<file path="src/rtl/alu_share_arbiter_pkg.sv">
// Shared constants for the ALU-sharing arbiter: ALU opcodes, arbiter state
// encoding and requester index names.
package alu_share_arbiter_pkg;

   localparam int ALU_OP_LENGTH = 4;

   localparam logic [ALU_OP_LENGTH-1:0] ALU_OP_ADD  = 4'd0;
   localparam logic [ALU_OP_LENGTH-1:0] ALU_OP_SUB  = 4'd1;
   localparam logic [ALU_OP_LENGTH-1:0] ALU_OP_SLL  = 4'd2;
   localparam logic [ALU_OP_LENGTH-1:0] ALU_OP_SLT  = 4'd3;
   localparam logic [ALU_OP_LENGTH-1:0] ALU_OP_SLTU = 4'd4;
   localparam logic [ALU_OP_LENGTH-1:0] ALU_OP_XOR  = 4'd5;
   localparam logic [ALU_OP_LENGTH-1:0] ALU_OP_SRL  = 4'd6;
   localparam logic [ALU_OP_LENGTH-1:0] ALU_OP_SRA  = 4'd7;
   localparam logic [ALU_OP_LENGTH-1:0] ALU_OP_OR   = 4'd8;
   localparam logic [ALU_OP_LENGTH-1:0] ALU_OP_AND  = 4'd9;

   typedef enum logic {
      ARB_IDLE = 1'b0,
      ARB_HOLD = 1'b1
   } arb_state_e;

   localparam logic ARB_REQ_EXU = 1'b0;
   localparam logic ARB_REQ_BRU = 1'b1;

endpackage

</file>
<file path="src/rtl/alu.sv">
// Core combinational ALU. Unknown opcodes fall back to add; Zero flags an
// all-zero result.
module alu
   import alu_share_arbiter_pkg::*;
#(
   parameter int DATA_WIDTH = 32
) (
   input  logic [DATA_WIDTH-1:0]    src_a,
   input  logic [DATA_WIDTH-1:0]    src_b,
   input  logic [ALU_OP_LENGTH-1:0] alu_op,
   output logic [DATA_WIDTH-1:0]    result,
   output logic                     zero
);

   localparam int SHW = $clog2(DATA_WIDTH);

   logic [SHW-1:0] shamt;
   assign shamt = src_b[SHW-1:0];

   always_comb begin
      result = src_a + src_b;
      case (alu_op)
         ALU_OP_SUB:  result = src_a - src_b;
         ALU_OP_SLL:  result = src_a << shamt;
         ALU_OP_SLT:  result = {{(DATA_WIDTH-1){1'b0}}, ($signed(src_a) < $signed(src_b))};
         ALU_OP_SLTU: result = {{(DATA_WIDTH-1){1'b0}}, (src_a < src_b)};
         ALU_OP_XOR:  result = src_a ^ src_b;
         ALU_OP_SRL:  result = src_a >> shamt;
         ALU_OP_SRA:  result = $unsigned($signed(src_a) >>> shamt);
         ALU_OP_OR:   result = src_a | src_b;
         ALU_OP_AND:  result = src_a & src_b;
         default:     result = src_a + src_b;
      endcase
   end

   assign zero = (result == '0);

endmodule

</file>
<file path="src/rtl/alu_share_arbiter_rr_pick.sv">
// Two-way round-robin picker: a lone valid requester always wins, a tie is
// broken by ptr. Nothing is granted while en is low.
module alu_rr_pick
   import alu_share_arbiter_pkg::*;
(
   input  logic [1:0] valid,
   input  logic       ptr,
   input  logic       en,
   output logic       grant,
   output logic       grant_valid
);

   assign grant_valid = en & (|valid);
   assign grant       = (&valid) ? ptr : valid[ARB_REQ_BRU];

endmodule

</file>
<file path="src/rtl/alu_share_arbiter.sv">
// Shares one combinational ALU between the EXU and BRU requesters with
// round-robin grants and a single registered response slot.
module alu_share_arbiter
   import alu_share_arbiter_pkg::*;
#(
   parameter int DATA_WIDTH = 32,
   parameter int OP_WIDTH   = ALU_OP_LENGTH,
   parameter int TAG_WIDTH  = 4,
   parameter int CNT_WIDTH  = 16
) (
   input  logic                    clk,
   input  logic                    rstn,
   input  logic [1:0]              req_valid,
   output logic [1:0]              req_ready,
   input  logic [2*DATA_WIDTH-1:0] req_a,
   input  logic [2*DATA_WIDTH-1:0] req_b,
   input  logic [2*OP_WIDTH-1:0]   req_op,
   input  logic [2*TAG_WIDTH-1:0]  req_tag,
   output logic [1:0]              resp_valid,
   input  logic [1:0]              resp_ready,
   output logic [DATA_WIDTH-1:0]   resp_result,
   output logic                    resp_zero,
   output logic [TAG_WIDTH-1:0]    resp_tag,
   output logic [CNT_WIDTH-1:0]    grant_cnt0,
   output logic [CNT_WIDTH-1:0]    grant_cnt1
);

   function automatic logic [CNT_WIDTH-1:0] sat_inc(input logic [CNT_WIDTH-1:0] c);
      return (&c) ? c : c + 1'b1;
   endfunction

   arb_state_e            state_q, state_d;
   logic                  owner_q, owner_d;
   logic                  rr_ptr_q, rr_ptr_d;
   logic [DATA_WIDTH-1:0] result_q, result_d;
   logic                  zero_q, zero_d;
   logic [TAG_WIDTH-1:0]  tag_q, tag_d;
   logic [CNT_WIDTH-1:0]  cnt0_q, cnt0_d;
   logic [CNT_WIDTH-1:0]  cnt1_q, cnt1_d;

   logic                  free;
   logic                  grant;
   logic                  grant_valid;
   logic [DATA_WIDTH-1:0] alu_a, alu_b, alu_result;
   logic [OP_WIDTH-1:0]   alu_op;
   logic [TAG_WIDTH-1:0]  win_tag;
   logic                  alu_zero;

   // Only the owner's resp_ready can free the slot; the other bit is ignored.
   assign free = (state_q == ARB_IDLE) | ((state_q == ARB_HOLD) & resp_ready[owner_q]);

   alu_rr_pick u_pick (
      .valid       (req_valid),
      .ptr         (rr_ptr_q),
      .en          (free),
      .grant       (grant),
      .grant_valid (grant_valid)
   );

   assign alu_a   = grant ? req_a[2*DATA_WIDTH-1:DATA_WIDTH] : req_a[DATA_WIDTH-1:0];
   assign alu_b   = grant ? req_b[2*DATA_WIDTH-1:DATA_WIDTH] : req_b[DATA_WIDTH-1:0];
   assign alu_op  = grant ? req_op[2*OP_WIDTH-1:OP_WIDTH]    : req_op[OP_WIDTH-1:0];
   assign win_tag = grant ? req_tag[2*TAG_WIDTH-1:TAG_WIDTH] : req_tag[TAG_WIDTH-1:0];

   alu #(.DATA_WIDTH(DATA_WIDTH)) u_alu (
      .src_a  (alu_a),
      .src_b  (alu_b),
      .alu_op (alu_op),
      .result (alu_result),
      .zero   (alu_zero)
   );

   always_ff @(posedge clk or negedge rstn) begin
      if (!rstn) begin
         state_q  <= ARB_IDLE;
         owner_q  <= ARB_REQ_EXU;
         rr_ptr_q <= ARB_REQ_EXU;
         result_q <= '0;
         zero_q   <= 1'b0;
         tag_q    <= '0;
         cnt0_q   <= '0;
         cnt1_q   <= '0;
      end else begin
         state_q  <= state_d;
         owner_q  <= owner_d;
         rr_ptr_q <= rr_ptr_d;
         result_q <= result_d;
         zero_q   <= zero_d;
         tag_q    <= tag_d;
         cnt0_q   <= cnt0_d;
         cnt1_q   <= cnt1_d;
      end
   end

   always_comb begin
      state_d  = state_q;
      owner_d  = owner_q;
      rr_ptr_d = rr_ptr_q;
      result_d = result_q;
      zero_d   = zero_q;
      tag_d    = tag_q;
      cnt0_d   = cnt0_q;
      cnt1_d   = cnt1_q;
      if (grant_valid) begin
         state_d  = ARB_HOLD;
         owner_d  = grant;
         rr_ptr_d = ~grant;
         result_d = alu_result;
         zero_d   = alu_zero;
         tag_d    = win_tag;
         if (grant == ARB_REQ_EXU) cnt0_d = sat_inc(cnt0_q);
         else                      cnt1_d = sat_inc(cnt1_q);
      end else if ((state_q == ARB_HOLD) && resp_ready[owner_q]) begin
         state_d = ARB_IDLE;
      end
   end

   always_comb begin
      resp_valid = 2'b00;
      if (state_q == ARB_HOLD) begin
         resp_valid[ARB_REQ_EXU] = (owner_q == ARB_REQ_EXU);
         resp_valid[ARB_REQ_BRU] = (owner_q == ARB_REQ_BRU);
      end
      req_ready              = 2'b00;
      req_ready[ARB_REQ_EXU] = grant_valid & (grant == ARB_REQ_EXU);
      req_ready[ARB_REQ_BRU] = grant_valid & (grant == ARB_REQ_BRU);
   end

   assign resp_result = result_q;
   assign resp_zero   = zero_q;
   assign resp_tag    = tag_q;
   assign grant_cnt0  = cnt0_q;
   assign grant_cnt1  = cnt1_q;

endmodule

</file>
<file path="config.mk">
export PLATFORM = sky130hd
export DESIGN_NAME = alu_share_arbiter
export DESIGN_NICKNAME = d
export VERILOG_FILES = /design/src/rtl/alu_share_arbiter_pkg.sv /design/src/rtl/alu.sv /design/src/rtl/alu_share_arbiter_rr_pick.sv /design/src/rtl/alu_share_arbiter.sv
export SDC_FILE = /design/constraint.sdc
export NUM_CORES = 1
export LEC_CHECK = 0
export BUFFER_PORTS_ARGS = -buffer_cell sky130_fd_sc_hd__buf_2
export CORE_MARGIN = 2
export CORE_UTILIZATION = 51
export DETAILED_ROUTE_END_ITERATION = 12
export PLACE_DENSITY = 0.84
export SLEW_MARGIN = 15
export SYNTH_ARGS = -nofsm -noshare
export SYNTH_HDL_FRONTEND = slang
export SYNTH_HIERARCHICAL = 1
export SYNTH_SLANG_ARGS = --single-unit
</file>
<file path="constraint.sdc">
create_clock -name clk -period 9 [get_ports clk]
set_input_delay 1.8 -clock clk [delete_from_list [all_inputs] [get_ports clk]]
set_output_delay 1.8 -clock clk [all_outputs]
set_load 0.03 [all_outputs]
</file>
# Word level (Yosys, flattened, before mapping)
# Cells that the tools add are included.
dict set report op_classes {
  eq_ne 9
  n_shift 3
  n_mul 0
  bitwise 13
  n_addsub 4
  div 0
  muxes 11
  n_lt_le_gt_ge 3
  reduce_logical 9
}
# cell count
set op_table {}
lappend op_table {{32-bit one-hot mux with 9 select lines} 1}
lappend op_table {{32-bit < comparator} 2}
lappend op_table {{32-bit two-way mux} 2}
lappend op_table {{16-bit by 1-bit adder with 16-bit output (second input constant)} 2}
lappend op_table {{32-bit adder} 1}
lappend op_table {{32-bit bitwise AND} 1}
lappend op_table {{32-bit zero test} 1}
lappend op_table {{32-bit OR} 1}
lappend op_table {{16-bit AND reduction} 2}
lappend op_table {{32-bit by 5-bit << shifter with 32-bit output} 1}
lappend op_table {{32-bit by 5-bit right shift with 32-bit output} 1}
lappend op_table {{32-bit by 5-bit >>> shifter with 32-bit output} 1}
lappend op_table {{32-bit subtractor} 1}
lappend op_table {{32-bit XOR} 1}
lappend op_table {{4-bit by 3-bit == test with 1-bit output (second input constant)} 4}
lappend op_table {{4-bit by 2-bit == test with 1-bit output (second input constant)} 2}
lappend op_table {{4-bit == test (second input constant)} 2}
lappend op_table {{4-bit two-way mux} 2}
lappend op_table {{3-bit AND reduction} 2}
lappend op_table {{1-bit two-way mux} 5}
lappend op_table {{1-bit inverter} 5}
lappend op_table {{1-bit bitwise AND} 4}
lappend op_table {{4-bit by 1-bit == test with 1-bit output (second input constant)} 1}
lappend op_table {{1-bit by 2-bit < comparator with 1-bit output (second input constant)} 1}
lappend op_table {{6 further kinds} 6}
dict set report word_totals {
  mem_count 0
  out_inout_bits 73
  mem_bits_ro 0
  in_bits 150
  ram_bits 0
  latchBits 0
  elab_cells 60
  ff_bits 72
}

# Longest topological paths before layout
dict set report depth {
  word_depth 6
  mapped_depth 23
  ltp_nobuf 18
}

# Modules after synthesis
# Netlist, hierarchy kept.
# module instances area_per_inst_um2 seq_area_each_um2 cells_each
set by_module_without_submodules {}
lappend by_module_without_submodules {alu 1 10038.4 0.0 1398}
lappend by_module_without_submodules {alu_share_arbiter 1 3952.5 1801.7 323}
lappend by_module_without_submodules {alu_rr_pick 1 22.5 0.0 3}

# Worst setup path after synthesis
# OpenSTA, ideal clock, no wires.
dict set report synth_path {
  path_kind {input to register}
  start {input port req_valid[1]}
  end {register zero_q (netlist: resp_zero)}
  t_arrival_ns 7.773
  path_stages 22
  required_ns 8.935
  setup_time_ns 0.065
  path_slack_ns 1.161
  n_path_buf 6
  path_cell_list {a21boi_2 clkbuf_1 buf_2 mux2_2 inv_2 buf_1 clkbuf_1 buf_2 ha_1 buf_2 inv_1 a21oi_1 o211ai_1 a211oi_1 mux2i_1 a31oi_1 or4_1 or4_1 or4b_1 or4_1 nor4_2 mux2_2}
}
dict set report synth_between {
  elab_chain_len 6
  word_cells_on_any_way 28
  classes_between {2 x add/sub; 2 x order compare; 9 x eq/ne; 3 x shift; 5 x mux; 4 x bitwise; 3 x reduce/logical}
}
# item line
set synth_rtl {}
lappend synth_rtl {{start, declared} alu_share_arbiter.sv:13} ;# input logic [1:0] req_valid,
lappend synth_rtl {{2-bit AND reduction} alu_share_arbiter_rr_pick.sv:14} ;# assign grant = (&valid) ? ptr : valid[ARB_REQ_BRU];
lappend synth_rtl {{1-bit two-way mux (*)} alu_share_arbiter_rr_pick.sv:14}
lappend synth_rtl {{32-bit two-way mux (*)} alu_share_arbiter.sv:61} ;# assign alu_b = grant ? req_b[2*DATA_WIDTH-1:DATA_WIDTH] : req_b[DATA_WIDTH-1:0];
lappend synth_rtl {{net alu_b[2]} alu_share_arbiter.sv:44} ;# logic [DATA_WIDTH-1:0] alu_a, alu_b, alu_result;
lappend synth_rtl {{32-bit adder, or another cell as far along} alu.sv:32} ;# default: result = src_a + src_b;
lappend synth_rtl {{32-bit one-hot mux with 9 select lines (*)} alu.sv:22} ;# case (alu_op)
lappend synth_rtl {{net alu_result[15]} alu_share_arbiter.sv:44}
lappend synth_rtl {{32-bit zero test (*)} alu.sv:36} ;# assign zero = (result == '0);
lappend synth_rtl {{net alu_zero} alu_share_arbiter.sv:47} ;# logic alu_zero;
lappend synth_rtl {{end signal, assigned} alu_share_arbiter.sv:88} ;# zero_q <= zero_d;
lappend synth_rtl {{end, declared} alu_share_arbiter.sv:36} ;# logic zero_q, zero_d;
# The timed path passes the listed nets; every way through them passes the cells marked *.
# A chain may end at the register's enable or synchronous reset.

# Worst setup path after layout
dict set report layout_path {
  start {input port req_valid[1]}
  end {register zero_q (netlist: resp_zero)}
}
dict set report layout_between {
  elab_chain_len 6
  word_cells_on_any_way 28
  classes_between {2 x add/sub; 2 x order compare; 9 x eq/ne; 3 x shift; 5 x mux; 4 x bitwise; 3 x reduce/logical}
}
# item line
set layout_rtl {}
lappend layout_rtl {{2-bit AND reduction} alu_share_arbiter_rr_pick.sv:14}
lappend layout_rtl {{1-bit two-way mux (*)} alu_share_arbiter_rr_pick.sv:14}
lappend layout_rtl {{net grant} alu_share_arbiter.sv:42} ;# logic grant;
lappend layout_rtl {{32-bit two-way mux (*)} alu_share_arbiter.sv:61}
lappend layout_rtl {{net alu_b[10]} alu_share_arbiter.sv:44}
lappend layout_rtl {{32-bit adder or 32-bit subtractor (tied branches)} {alu.sv:32, alu.sv:23}}
lappend layout_rtl {{32-bit one-hot mux with 9 select lines (*)} alu.sv:22}
lappend layout_rtl {{net alu_result[24]} alu_share_arbiter.sv:44}
lappend layout_rtl {{32-bit zero test (*)} alu.sv:36}
lappend layout_rtl {{net alu_zero} alu_share_arbiter.sv:47}
# Marks and branches as above.

==> results.toml <==
[worst_setup_path]
crit_slowest_cell = "a221oi_1"
cp_num_buf_inv = 3
cp_data_arrival_time_ns = 8.09
critPathMaxFanout = 52
r2r_cells = 17
worstSetupStartpointType = "primary input"
crit_path_max_incr_delay_ns = 0.78
path_cells = "buf_2 > a21boi_4 > buf_4 > mux2_2 > inv_1 > ha_1 > nor2_1 > a221o_1 > a221oi_1 > a211oi_1 > o31ai_1 > o221ai_1 > a311o_1 > or4_1 > or4_1 > nor4_2 > mux2_2"
crit_cells = 17
crit_path_end_kind = "flip-flop"
cp_top_family = "compound AO/OA/AOI/OAI gates"
required_ns = 9.27
crit_type = "primary input to flip-flop"

[route]
vias = 15500
routed_via_density = 7.04
wl_per_cell_um = 27.4
first_iter_violations = 2134
ant_nets = 0
dr.pass1.iters = 8
totalWireLength_mm = 60.4
drt_drc_violations_left = 0

[clocking]
ctsHoldBuffers = 0
tritoncts = "done"
cts_setup_buffers = 0
path_clk_slew_ns = 0.05
clock-sinks = 72
clk_latency_ns = 0.33
cts_buffers = 9
clock-root-buffer = "clkbuf_16"
clockBufferDepth = 2
cts_resized = 0
htree_levels = 3

[synth]
synth_largest_area_cell = "dfrtp_1"
avgSynthCellArea_um2 = 8.13
yosysSeqAreaShare_pct = 12.9
synth_commonest_cells = "mux2_2, nor2_1, nand2_1"
synth_nets = 1975
synth.area.top_cells = "dfrtp_1, mux2_2, ha_1"
ys.flop_type = "dfrtp_1"
synth_cell_types = 104
synthCells = 1724
synth_top_area_share_pct = 12.9
synth_area_um2 = 14000
synth_seq_cells = 72
synth_edf_count = 0
yosys_warnings = 6
async_flop_share_pct = 100

[final_layout]
final_nets = 2110
areaGrowthSynthToFinish_pct = 10.3
drive_gt1_share_pct = 26.0
ff_latch_area_um2 = 1800
multi_input_area_um2 = 11200
fillers = 2516
final_cells = 2208

[timing]
fin_skew_ns = 0.00859
worst_slew_margin_rel_pct = 29.5
slew_violations = 0
setup_viol = 0
rsz0062_at_grt = "false"
period_needed_ns = 7.82
finalCritPeriodShare_pct = 86.9
fin_setup_tns_ns = 0
max_freq_mhz = 128
worstMarginPinSlew_ns = 1.04
hold_viol_final = 0

[floorplanning]
die_area_um2 = 28800
core_area_um2 = 27000
start_util_pct = 52.0
die_y_um = 170
row_count = 60
io_pins = 223
die_w_um = 170

[run_status]
status = "complete, no violations"

[min_path]
hp-class = "flip-flop to flip-flop"
hold_depth = 1

[global_routing]
grt_pass1_wl_mm = 89.7
grt_remaining_overflow = 0
grt_max_degree = 104
antenna_found_initial = 6
grt_pass1_vias = 14400
track_usage_pct = 40.8

[pwr]
p_sw_share_pct = 54.2
p_int_w = 0.00157
power.share.clock_pct = 11.0
p_per_area_nw_per_um2 = 221
pwr-share-comb_pct = 73.3
p_leak_nw = 6.85
switchingPower_w = 0.00186
ir_worst_vdd_mv = 0.195
p_seq_share_pct = 15.7

[placed_design]
numPortBuffers = 222
dp.cells = 2189
gp_congestion = 1.08
dp_hpwl_mm = 47.2

[flow_run]
drv_cap = 0
==> cell usage in the layout (no fill, tap or decap), drive strengths merged, types with 9 or more instances in the layout <==
master / synthesis / routed
nor4: 23 / 23
nor2b: 16 / 16
ha: 99 / 99
o21ai: 83 / 83
o22ai: 21 / 21
a221oi: 18 / 18
o211ai: 29 / 29
or2: 21 / 21
a22oi: 29 / 29
xor2: 17 / 17
mux4: 41 / 41
a211oi: 25 / 25
o221ai: 19 / 19
a211o: 9 / 9
nand2b: 22 / 22
clkbuf: 61 / 11
a21o: 18 / 18
o21bai: 9 / 9
nor3: 50 / 50
a221o: 15 / 15
nand3: 46 / 46
inv: 105 / 105
a21oi: 97 / 97
dfrtp: 72 / 72
buf: 66 / 251
o31ai: 11 / 11
nand4: 16 / 16
mux2i: 83 / 83
xnor2: 21 / 21
and2: 13 / 13
mux2: 137 / 137
a2111oi: 9 / 9
nand2: 122 / 122
or3: 10 / 10
nor2: 129 / 129
a31oi: 17 / 17
==> flip-flops by register name, summed over array words and instances (netlist names) <==
signal       cells
state_q          1
resp_zero        1
resp_result     32
owner_q          1
grant_cnt1      16
resp_tag         4
grant_cnt0      16
rr_ptr_q         1
==> final timing paths <==
check | slack, ns | from | endpoint
min in group asynchronous | 1.68 | rstn | resp_result[28]
worst min register to register | 0.51 | resp_result[29] | resp_result[29]
worst max register to register | 2.34 | rr_ptr_q | resp_zero
worst max-delay path | 1.18 | req_valid[1] | resp_zero
max in group asynchronous | 6.72 | rstn | grant_cnt1[0]
worst min-delay path | 0.51 | resp_result[29] | resp_result[29]
==> power by group through the flow <==
stage / clock network (W) / logic [W] / registers (W)
after CTS: 0.000381 / 0.00243 / 0.000535
after global routing: 0.000399 / 0.00263 / 0.000551
after global placement: 0 / 0.00240 / 0.000530
after detailed placement: 0 / 0.00241 / 0.000538
after floorplan: 0 / 0.00148 / 0.000743
final: 0.000378 / 0.00251 / 0.000536
==> per-stage QoR <==
step | power [W] | util [%] | worst slack [ns] | hold WS, ns | area [um2]
final | 0.00342 | 57.3 | 1.18 | 0.507 | 15500
after global routing | 0.00358 | 57.3 | 0.914 | 0.524 | 15400
after CTS | 0.00334 | 57.3 | 1.36 | 0.507 | 15400
after detailed placement | 0.00295 | 56.1 | 1.04 | 0.491 | 15100
after global placement | 0.00293 | 56.1 | 1.12 | 0.479 | 15100
after floorplan | 0.00222 | - | 1.16 | 0.477 | 14000
==> cell type report <==
class	count	area share (%)
repair buffers	251	8.68
clock inverters	3	0.437
clock buffers	11	1.57
flip-flops and latches	72	11.7
inverters	108	2.62
multi-input cells	1417	72.2
diodes	5	0.0810
well taps	341	2.76
==> cells by family after synthesis <==
group / count (synthesis) / synth area share [%]
and+or+nand+nor: 524 / 19.4
AOI/OAI and AO/OA: 493 / 24.8
muxes: 261 / 23.7
buffers and inverters: 235 / 7.83
adders and majority gates: 101 / 9.13
DFF: 72 / 12.9
xor gates and xnor gates: 38 / 2.38
==> metal layers <==
metal  up-vias  routed length (um)  track usage (%)
li1       6792                   -                -
met3       166                7260             9.44
met1      7433               24400             56.3
met5         -                  16                0
met2      1152               26000             62.3
met4         2                2670             14.8
No activity file was read; power rests on OpenSTA's default activity.
